[config.mk]
export PLATFORM = sky130hd
export DESIGN_NAME = spi_master
export DESIGN_NICKNAME = d
export VERILOG_FILES = /design/src/rtl/spi_pkg.sv /design/src/rtl/spi_clkgen.sv /design/src/rtl/spi_master.sv
export SDC_FILE = /design/constraint.sdc
export NUM_CORES = 1
export LEC_CHECK = 0
export CORE_MARGIN = 1.5
export CORE_UTILIZATION = 50
export CTS_CLUSTER_SIZE = 28
export DETAILED_ROUTE_END_ITERATION = 7
export PLACE_DENSITY = 0.84
export SYNTH_ARGS = -nofsm -noshare
export SYNTH_HDL_FRONTEND = slang
export SYNTH_SLANG_ARGS = --single-unit
[constraint.sdc]
create_clock -name clock -period 3.2 [get_ports clock]
set_clock_uncertainty 0.1 [all_clocks]
set_input_delay 0.96 -clock clock [delete_from_list [all_inputs] [get_ports clock]]
set_output_delay 0.96 -clock clock [all_outputs]
set_load 0.05 [all_outputs]
[src/rtl/spi_pkg.sv]
// rtl/spi_pkg.sv - command codes and FSM state encoding shared by the SPI master
package spi_pkg;

  typedef enum logic [1:0] {
    SPI_XFER   = 2'd0,
    SPI_INIT   = 2'd1,
    SPI_CS_ON  = 2'd2,
    SPI_CS_OFF = 2'd3
  } spi_cmd_e;

  // LEAD is the first half-bit (ends with the leading SCLK edge),
  // TRAIL the second half-bit (ends with the trailing SCLK edge).
  typedef enum logic [1:0] {
    ST_IDLE  = 2'd0,
    ST_LEAD  = 2'd1,
    ST_TRAIL = 2'd2,
    ST_DONE  = 2'd3
  } spi_state_e;

endpackage

[src/rtl/spi_clkgen.sv]
// rtl/spi_clkgen.sv - SPI half-period divider with lead/trail strobes and registered SCLK
//
// Ports:
//   clock, reset    : system clock, asynchronous active-high reset
//   run             : high while the master is in a LEAD or TRAIL half-bit
//   lead_phase      : high in LEAD, low in TRAIL (selects which strobe fires)
//   pol             : SCLK idle level (CPOL) to follow / return to
//   div             : half-period reload value; half-bit lasts div+1 clocks
//   lead, trail     : one-clock strobes in the last clock of each half-bit
//   spi_sclk        : registered serial clock
module spi_clkgen (
  input  logic       clock,
  input  logic       reset,
  input  logic       run,
  input  logic       lead_phase,
  input  logic       pol,
  input  logic [7:0] div,
  output logic       lead,
  output logic       trail,
  output logic       spi_sclk
);

  logic [7:0] cnt;
  logic       edge_hit;

  assign edge_hit = run && (cnt == 8'd0);
  assign lead     = edge_hit && lead_phase;
  assign trail    = edge_hit && !lead_phase;

  always_ff @(posedge clock or posedge reset) begin
    if (reset) begin
      cnt      <= 8'd0;
      spi_sclk <= 1'b0;
    end else begin
      // Preloading while stopped means the first half-bit is a full div+1 clocks.
      if (!run || edge_hit) cnt <= div;
      else                  cnt <= cnt - 8'd1;

      if (!run)       spi_sclk <= pol;
      else if (lead)  spi_sclk <= ~pol;
      else if (trail) spi_sclk <= pol;
    end
  end

endmodule

[src/rtl/spi_master.sv]
// rtl/spi_master.sv - parametrised SPI master with CS control, INIT clocks and optional timeout
//
// Optional feature: define SPI_TIMEOUT_EN to build the "card not responding" detector.
//
// Ports:
//   clock, reset        : system clock, asynchronous active-high reset
//   start, cmd          : one-cycle command strobe and command code (XFER/INIT/CS_ON/CS_OFF)
//   cs_sel              : chip-select index for CS_ON
//   div                 : SCLK half-period is div+1 clocks
//   cpol, cpha          : SPI mode
//   tx / rx             : word to send (MSB first) / last received word
//   busy                : operation in progress
//   timeout             : sticky no-response flag
//   spi_cs              : active-low chip selects
//   spi_sclk, spi_mosi  : registered serial clock and data out
//   spi_miso            : serial data in
module spi_master
  import spi_pkg::*;
#(
  parameter int DW        = 8,
  parameter int CS_N      = 2,
  parameter int INIT_CLKS = 80,
  parameter int TMO_N     = 256
) (
  input  logic                                      clock,
  input  logic                                      reset,
  input  logic                                      start,
  input  logic [1:0]                                cmd,
  input  logic [((CS_N > 1) ? $clog2(CS_N) : 1)-1:0] cs_sel,
  input  logic [7:0]                                div,
  input  logic                                      cpol,
  input  logic                                      cpha,
  input  logic [DW-1:0]                             tx,
  output logic [DW-1:0]                             rx,
  output logic                                      busy,
  output logic                                      timeout,
  output logic [CS_N-1:0]                           spi_cs,
  output logic                                      spi_sclk,
  output logic                                      spi_mosi,
  input  logic                                      spi_miso
);

  // One counter serves both the data bits and the INIT clock burst.
  localparam int BW = (INIT_CLKS > DW) ? $clog2(INIT_CLKS + 1) : $clog2(DW + 1);

  spi_state_e    state;
  spi_cmd_e      cmd_q;
  logic [7:0]    div_q;
  logic          cpol_q;
  logic          cpha_q;
  logic [DW-1:0] tx_sreg;
  logic [DW-1:0] rx_sreg;
  logic [BW-1:0] bit_cnt;
  logic [CS_N-1:0] cs_on_n;

  logic       lead, trail;
  logic       run;
  logic       pol_sel;
  logic [7:0] div_sel;
  logic       is_xfer;

  assign run     = (state == ST_LEAD) || (state == ST_TRAIL);
  assign is_xfer = (cmd_q == SPI_XFER);
  // In IDLE the live inputs drive SCLK idle level and counter preload, so the
  // first half-bit after accept already uses the new settings.
  assign pol_sel = (state == ST_IDLE) ? cpol : cpol_q;
  assign div_sel = (state == ST_IDLE) ? div  : div_q;

  always_comb begin
    cs_on_n = '1;
    for (int i = 0; i < CS_N; i++) begin
      if (int'(cs_sel) == i) cs_on_n[i] = 1'b0;
    end
  end

  spi_clkgen u_clkgen (
    .clock      (clock),
    .reset      (reset),
    .run        (run),
    .lead_phase (state == ST_LEAD),
    .pol        (pol_sel),
    .div        (div_sel),
    .lead       (lead),
    .trail      (trail),
    .spi_sclk   (spi_sclk)
  );

  always_ff @(posedge clock or posedge reset) begin
    if (reset) begin
      state    <= ST_IDLE;
      cmd_q    <= SPI_XFER;
      div_q    <= 8'd0;
      cpol_q   <= 1'b0;
      cpha_q   <= 1'b0;
      tx_sreg  <= '1;
      rx_sreg  <= '0;
      bit_cnt  <= '0;
      rx       <= '0;
      busy     <= 1'b0;
      spi_cs   <= '1;
      spi_mosi <= 1'b1;
    end else begin
      case (state)
        ST_IDLE: begin
          spi_mosi <= 1'b1;
          if (start) begin
            cmd_q  <= spi_cmd_e'(cmd);
            div_q  <= div;
            cpol_q <= cpol;
            cpha_q <= cpha;
            busy   <= 1'b1;
            case (spi_cmd_e'(cmd))
              SPI_XFER: begin
                state   <= ST_LEAD;
                bit_cnt <= BW'(DW - 1);
                rx_sreg <= '0;
                // CPHA=0 must have the MSB on the wire before the first edge.
                if (!cpha) begin
                  spi_mosi <= tx[DW-1];
                  tx_sreg  <= {tx[DW-2:0], 1'b1};
                end else begin
                  tx_sreg  <= tx;
                end
              end
              SPI_INIT: begin
                state   <= ST_LEAD;
                bit_cnt <= BW'(INIT_CLKS - 1);
                tx_sreg <= '1;
                spi_cs  <= '1;
              end
              SPI_CS_ON: begin
                state  <= ST_DONE;
                spi_cs <= cs_on_n;
              end
              default: begin
                state  <= ST_DONE;
                spi_cs <= '1;
              end
            endcase
          end
        end

        ST_LEAD: begin
          if (lead) begin
            if (is_xfer && !cpha_q) rx_sreg <= {rx_sreg[DW-2:0], spi_miso};
            if (is_xfer && cpha_q) begin
              spi_mosi <= tx_sreg[DW-1];
              tx_sreg  <= {tx_sreg[DW-2:0], 1'b1};
            end
            state <= ST_TRAIL;
          end
        end

        ST_TRAIL: begin
          if (trail) begin
            if (is_xfer && cpha_q) rx_sreg <= {rx_sreg[DW-2:0], spi_miso};
            if (is_xfer && !cpha_q) begin
              spi_mosi <= tx_sreg[DW-1];
              tx_sreg  <= {tx_sreg[DW-2:0], 1'b1};
            end
            if (bit_cnt == '0) begin
              state <= ST_DONE;
            end else begin
              bit_cnt <= bit_cnt - 1'b1;
              state   <= ST_LEAD;
            end
          end
        end

        default: begin
          busy     <= 1'b0;
          spi_mosi <= 1'b1;
          state    <= ST_IDLE;
          if (is_xfer) rx <= rx_sreg;
        end
      endcase
    end
  end

`ifdef SPI_TIMEOUT_EN
  localparam int TW = $clog2(TMO_N + 1);

  logic [TW-1:0] tmo_cnt;
  logic          tmo_clr;
  logic          xfer_done;

  assign tmo_clr   = (state == ST_IDLE) && start &&
                     ((spi_cmd_e'(cmd) == SPI_INIT) || (spi_cmd_e'(cmd) == SPI_CS_OFF));
  assign xfer_done = (state == ST_DONE) && is_xfer;

  always_ff @(posedge clock or posedge reset) begin
    if (reset) begin
      tmo_cnt <= '0;
      timeout <= 1'b0;
    end else if (tmo_clr) begin
      tmo_cnt <= '0;
      timeout <= 1'b0;
    end else if (xfer_done) begin
      if (&rx_sreg) begin
        // Saturate at TMO_N; the flag rises on the reply that reaches it.
        if (tmo_cnt != TW'(TMO_N)) tmo_cnt <= tmo_cnt + 1'b1;
        if (tmo_cnt >= TW'(TMO_N - 1)) timeout <= 1'b1;
      end else begin
        tmo_cnt <= '0;
        timeout <= 1'b0;
      end
    end
  end
`else
  // Detector not built: flag is constant low (TMO_N is never negative).
  assign timeout = (TMO_N < 0);
`endif

endmodule

==> impl_metrics.csv, run 1 <==
group,metric,value,unit
logic_synthesis,syn_area_per_cell,10.4,sq um
setup_path,crit_family,"buffers and inverters",
logic_synthesis,synth_fp_nets,327,
setup_path,cp_slowest_cell,"clkdlybuf4s50_1",
clocking,numCtsBuffers,9,
logic_synthesis,syn_inst,295,
setup_path,path_cells,"clkdlybuf4s50_1",
sta,hold_viol_final,0,
place,place.gp.congestion,0.885,
logic_synthesis,synthTopCellsByArea,"dfrtp_1, mux2i_1, dfstp_2, mux2_2, a21oi_1",
clocking,cts_max_path_buffers,2,
setup_path,r2r-start,"state[0]",
logic_synthesis,yosys.area.top_type,"dfrtp_1",
logic_synthesis,yosys_most_used_dff,"dfrtp_1",
logic_synthesis,synthSimpleGateAreaFrac,0.128,
clocking,path_clk_slew,0.07,ns
logic_synthesis,synth-edff-count,0,
logic_synthesis,synth-seq-area-share,0.479,
layout,syn2layout_area_growth,22.6,%
logic_synthesis,synthMuxAreaShare,0.188,
setup_path,reg2regPathDepth,7,
drt,num_vias,2312,
setup_path,cp_max_fo,2,
global_routing,grt_pass1_vias,2331,
clocking,clk_latency,0.34,ns
setup_path,cp-startpoint,"spi_cs[1]",
drt,wirelength,6190,um
sta,rsz0062_at_grt,"no",
clocking,root_buffer,"clkbuf_8",
drt,drtIter0Drc,127,
power_and_ir_drop,p_int,1290,uW
logic_synthesis,synth_fa_ha_area_frac,0.0286,
clocking,holdBufCountCts,0,
logic_synthesis,synth-xor-area-share,0.0172,
sta,setup_viol,0,
layout,fillers,465,
run,drv_cap,0,
sta,slew-limit-headroom,0.592,
setup_path,crit_type,"register to output pin",
sta,min_period,2.73,ns
clocking,cts_resized,0,
power_and_ir_drop,power.share.sequential,0.461,
setup_path,critPathCaptureType,"output pin",
clocking,post_cts_buffers,0,
logic_synthesis,synth_compound_area_frac,0.104,
hold_path,whs_path_depth,2,
layout,antenna_cells,0,
sta,tightest_slew,0.611,ns
sta,fin_ws,0.467,ns
drt,drc_errors,0,
floorplanning,core,5920,sq um
setup_path,worstPathRequired,2.14,ns
setup_path,start_kind,"register",
global_routing,grt_pass1_wl,10600,um
logic_synthesis,synth_top_family_by_area,"multiplexers",
sta,max_freq,0.366,GHz
power_and_ir_drop,powerDensity,435,nW/um^2
logic_synthesis,ys_types,50,
layout,register_area,1470,sq um
drt,vias_per_cell,5.56,
setup_path,setup.worst_path.end,"spi_cs[1]",
place,preCtsSetupSlack,0.268,ns
setup_path,cp.arrival,1.67,ns
layout,multi_input_area,1430,sq um
place,io_buffers,37,
hold_path,min_path_type,"register to register",
floorplanning,die-area,6600,sq um
floorplanning,initial_core_util,0.517,
clocking,cts_max_level,3,
power_and_ir_drop,pwr-share-comb,0.051,
floorplanning,die_w,81.2,um
power_and_ir_drop,power_frac_clock,0.488,
clocking,cts_sinks,58,
setup_path,r2r_setup_slack,0.64,ns
global_routing,grt_max_degree,30,
drt,dr.pass1.iters,4,
drt,met3WireLength,289,um
drt,ant_nets,0,
logic_synthesis,synth_top_area_frac,0.384,
sta,maxSlewViolCount,0,
drt,wl_per_cell,14.9,um
drt,routedLengthMet1,2780,um
power_and_ir_drop,peakVddDrop,243,uV
logic_synthesis,async_flop_share,1.00,
floorplanning,rows,28,
logic_synthesis,ys.warnings.count,0,
setup_path,r2r_end,"rx_sreg[3]",
layout,nets,368,
power_and_ir_drop,p_leak,0.00190,uW
place,dp_hpwl,4370,um
status,run_status,"complete, no violations",
clocking,cts_tree,"yes",
setup_path,path_buf_inv,1,
logic_synthesis,synth_area,3060,sq um
drt,topRoutingLayerUsed,"met4",
power_and_ir_drop,switching_share,0.209,
logic_synthesis,ys_ff_latch,58,
global_routing,grt_use_total,0.215,
power_and_ir_drop,net-switching-power,341,uW
drt,wl_met2,2980,um
power_and_ir_drop,power.total,1630,uW
global_routing,grt_overflow,0,
sta,tns,0,ns
layout,drive_gt1_frac,0.191,
setup_path,slowest_delay,0.80,ns
sta,period_share,0.854,
floorplanning,io_pins,39,
setup_path,crit_cells,1,
global_routing,antenna_found_initial,0,
floorplanning,chipHeight,81.2,um
power by group through the flow:
stage / combinational (uW) / clock (uW) / sequential, uW
after floorplan: 39.6 / 0 / 763
after global placement: 82.4 / 0 / 764
after detailed placement: 84.8 / 0 / 765
after CTS: 85.3 / 807 / 752
after global routing: 92.7 / 846 / 752
final: 83.9 / 796 / 752
metrics by stage:
stage	area (sq um)	hold slack, ns	utilization	cells
floorplan	3060	0.348	-	295
global placement	3510	0.359	0.593	400
detailed placement	3510	0.366	0.593	400
CTS	3750	0.376	0.634	416
global route	3750	0.402	0.634	416
finish	3750	0.377	0.634	416
registers in the layout (all words and copies together) (netlist names):
register	count
cpol_q	1
busy	1
bit_cnt	7
spi_mosi	1
state	2
u_clkgen.cnt	8
rx	8
u_clkgen.spi_sclk	1
spi_cs	2
tx_sreg	8
cmd_q	2
rx_sreg	8
div_q	8
cpha_q	1
layout make-up:
cell class | count | share of cell area
well taps | 75 | 0.0250
repair buffers | 44 | 0.113
multi-input cells | 196 | 0.381
clock inverters | 4 | 0.0193
flip-flops and latches | 58 | 0.391
clock buffers | 12 | 0.0440
inverters | 27 | 0.0270
per-layer routing:
layer / vias up / track usage
met2: 64 / 0.338
met1: 1130 / 0.272
met4: 0 / 0.117
li1: 1108 / -
met5: - / 0
met3: 10 / 0.0506
kinds of logic after synthesis:
group / count (synthesis)
AOI/OAI and AO/OA: 51
xor gates and xnor gates: 6
adders and majority gates: 7
buffers and inverters: 41
DFF: 58
muxes: 54
other: 1
and+or+nand+nor: 77
synth_stat cells, types with 2 or more instances:
cell type / instances
mux2_2: 24
and2_1: 2
dfstp_2: 11
a31oi_1: 2
dfrtp_1: 47
ha_1: 7
nor2_1: 20
inv_1: 27
o32a_1: 2
buf_1: 2
nand2b_1: 2
xnor2_1: 2
clkbuf_1: 10
mux2i_1: 29
nand3_1: 7
or4_1: 2
o22a_1: 2
o21ai_0: 2
a21oi_1: 29
o22ai_1: 3
nand2_1: 26
xor2_1: 4
or3_1: 2
nor4_1: 4
nand4_1: 2
layout by cell type, fill, tap and decap left out, drive strengths merged, types with 3 or more instances in the layout:
master         netlist  final
nand2               26     26
clkbuf              10     12
dfrtp               47     47
o22ai                3      3
xor2                 4      4
ha                   7      7
nand3                7      7
mux2i               29     29
mux2                25     25
nor2                20     20
nor4                 5      5
a21oi               29     29
clkdlybuf4s50        0     37
buf                  4      7
dfstp               11     11
inv                 27     27
worst min-delay path: stages (launching register included):
cell,delay [ns]
dfstp_2,0.37
inv_1,0.04
mux2i_1,0.06
worst min path at each step:
stage	start	to	slack [ns]
5_1_grt	tx_sreg[7]	tx_sreg[7]	0.40
2_1_floorplan	tx_sreg[1]	tx_sreg[1]	0.35
3_5_place_dp	tx_sreg[3]	tx_sreg[3]	0.37
4_1_cts	tx_sreg[7]	tx_sreg[7]	0.38
6_report	tx_sreg[3]	tx_sreg[3]	0.38
3_3_place_gp	tx_sreg[4]	tx_sreg[4]	0.36
Power figures use the tool's default switching activity.
==> inputs of run 2 (changes only) <==
Settings changed: PLACE_DENSITY 0.84 to 0.73.
==> impl_metrics.csv, run 2 (same netlist as run 1, synthesis figures left out) <==
group,metric,value,unit
run,drv_cap,0,
power_and_ir_drop,power.total,1510,uW
setup_path,start_kind,"register",
status,run_status,"complete, no violations",
layout,mostFrequentLayoutCell,"dfrtp_1",
setup_path,cp_max_fo,2,
setup_path,critPathCaptureType,"output pin",
clocking,numCtsBuffers,9,
drt,drtIter0Drc,104,
clocking,path_clk_slew,0.06,ns
clocking,cts_tree,"yes",
global_routing,grt_pass1_vias,2141,
drt,drc_errors,0,
floorplanning,die_w,81.2,um
drt,wirelength,5910,um
clocking,root_buffer,"clkbuf_8",
power_and_ir_drop,p_leak,0.00188,uW
clocking,cts_resized,0,
sta,period_share,0.854,
place,place.gp.congestion,0.868,
setup_path,worstPathRequired,2.14,ns
drt,dr.pass1.iters,4,
floorplanning,chipHeight,81.2,um
clocking,cts_max_level,3,
place,preCtsSetupSlack,0.254,ns
layout,antenna_cells,0,
layout,nets,366,
sta,rsz0062_at_grt,"no",
clocking,post_cts_buffers,0,
global_routing,grt_max_degree,37,
setup_path,crit_family,"buffers and inverters",
sta,tightest_slew,0.641,ns
drt,num_vias,2250,
setup_path,path_buf_inv,1,
setup_path,path_cells,"clkdlybuf4s50_1",
drt,topRoutingLayerUsed,"met4",
clocking,clk_latency,0.34,ns
drt,wl_met2,2640,um
floorplanning,core,5920,sq um
global_routing,grt_pass1_wl,9800,um
layout,layout_common_cells,"dfrtp_1, clkdlybuf4s50_1, a21oi_1, mux2i_1",
global_routing,antenna_found_initial,0,
floorplanning,initial_core_util,0.517,
drt,vias_per_cell,5.43,
place,io_buffers,37,
layout,fin_cells,414,
layout,drive_gt1_frac,0.183,
global_routing,grt_overflow,0,
global_routing,grt_use_total,0.200,
sta,slew-limit-headroom,0.573,
hold_path,min_path_type,"register to register",
floorplanning,die-area,6600,sq um
power_and_ir_drop,peakVddDrop,238,uV
setup_path,cp_slowest_cell,"clkdlybuf4s50_1",
place,dp_hpwl,4000,um
drt,routedLengthMet1,2880,um
drt,wl_per_cell,14.3,um
drt,met3WireLength,255,um
sta,maxSlewViolCount,0,
sta,max_freq,0.366,GHz
sta,fin_ws,0.469,ns
drt,ant_nets,0,
sta,hold_viol_final,0,
place,place_inst,398,
setup_path,cp.arrival,1.67,ns
clocking,holdBufCountCts,0,
setup_path,crit_type,"register to output pin",
floorplanning,io_pins,39,
power_and_ir_drop,powerDensity,407,nW/um^2
sta,timing.hold.ws,0.374,ns
floorplanning,rows,28,
layout,syn2layout_area_growth,21.1,%
sta,min_period,2.73,ns
clocking,cts_max_path_buffers,2,
sta,setup_viol,0,
clocking,cts_sinks,58,
layout,fillers,493,
setup_path,slowest_delay,0.80,ns
sta,tns,0,ns
-- run 2: changes by cell type in the layout (fill, tap and decap cells not counted) --
cell	before	now
bufinv_16	2	1
clkinvlp_4	1	0
clkinv_4	0	1
clkinv_2	1	3
clkbuf_1	0	1
buf_4	7	4
clkbuf_8	12	10
buf_12	0	1
-- run 2: tightest hold or removal path, stage by stage (launching register included) --
cell	delay (ns)
dfstp_2	0.37
inv_1	0.04
mux2i_1	0.06
-- run 2: through the flow --
| stage | util | instance area [sq um] |
|---|---|---|
| after floorplan | - | 3060 |
| after global placement | 0.593 | 3510 |
| after detailed placement | 0.593 | 3510 |
| after CTS | 0.626 | 3710 |
| after global routing | 0.626 | 3710 |
| final | 0.626 | 3710 |
-- run 2: final cells by class --
type	instances	area (sq um)	area share
well taps	75	93.8	0.0253
flip-flops and latches	58	1470	0.395
repair buffers	42	420	0.113
clock buffers	11	141	0.0382
inverters	27	101	0.0273
multi-input cells	196	1430	0.386
clock inverters	5	53.8	0.0145
-- run 2: final timing paths --
kind                       startpoint    endpoint  slack [ns]  cells after the start
setup / recovery            spi_cs[0]   spi_cs[0]        0.47                      1
hold / removal             tx_sreg[7]  tx_sreg[7]        0.37                      2
setup reg to reg             state[0]  tx_sreg[0]        0.60                      7
hold reg to reg            tx_sreg[7]  tx_sreg[7]        0.37                      2
max in group asynchronous       reset   spi_cs[1]        1.49                      3
min in group asynchronous       reset       rx[6]        0.87                      2
-- run 2: where the power goes --
part	leakage [uW]	internal, uW	switching [uW]	total, uW
Combinational	0.00108	43.7	40.2	83.9
Sequential	0.000690	747	4.28	752
Clock	0.000103	378	295	673
Total	0.00188	1170	339	1510
-- run 2: per-layer routing --
layer,track usage,vias up
met5,0,-
met4,0.109,0
met3,0.0562,11
met2,0.283,53
met1,0.275,1081
li1,-,1105
==> inputs of run 3 (changes only) <==
Settings changed: ABC_CLOCK_PERIOD_IN_PS set to 3200.
==> results of run 3 <==
Final layout, timing and power as in run 2 (identical DEF).
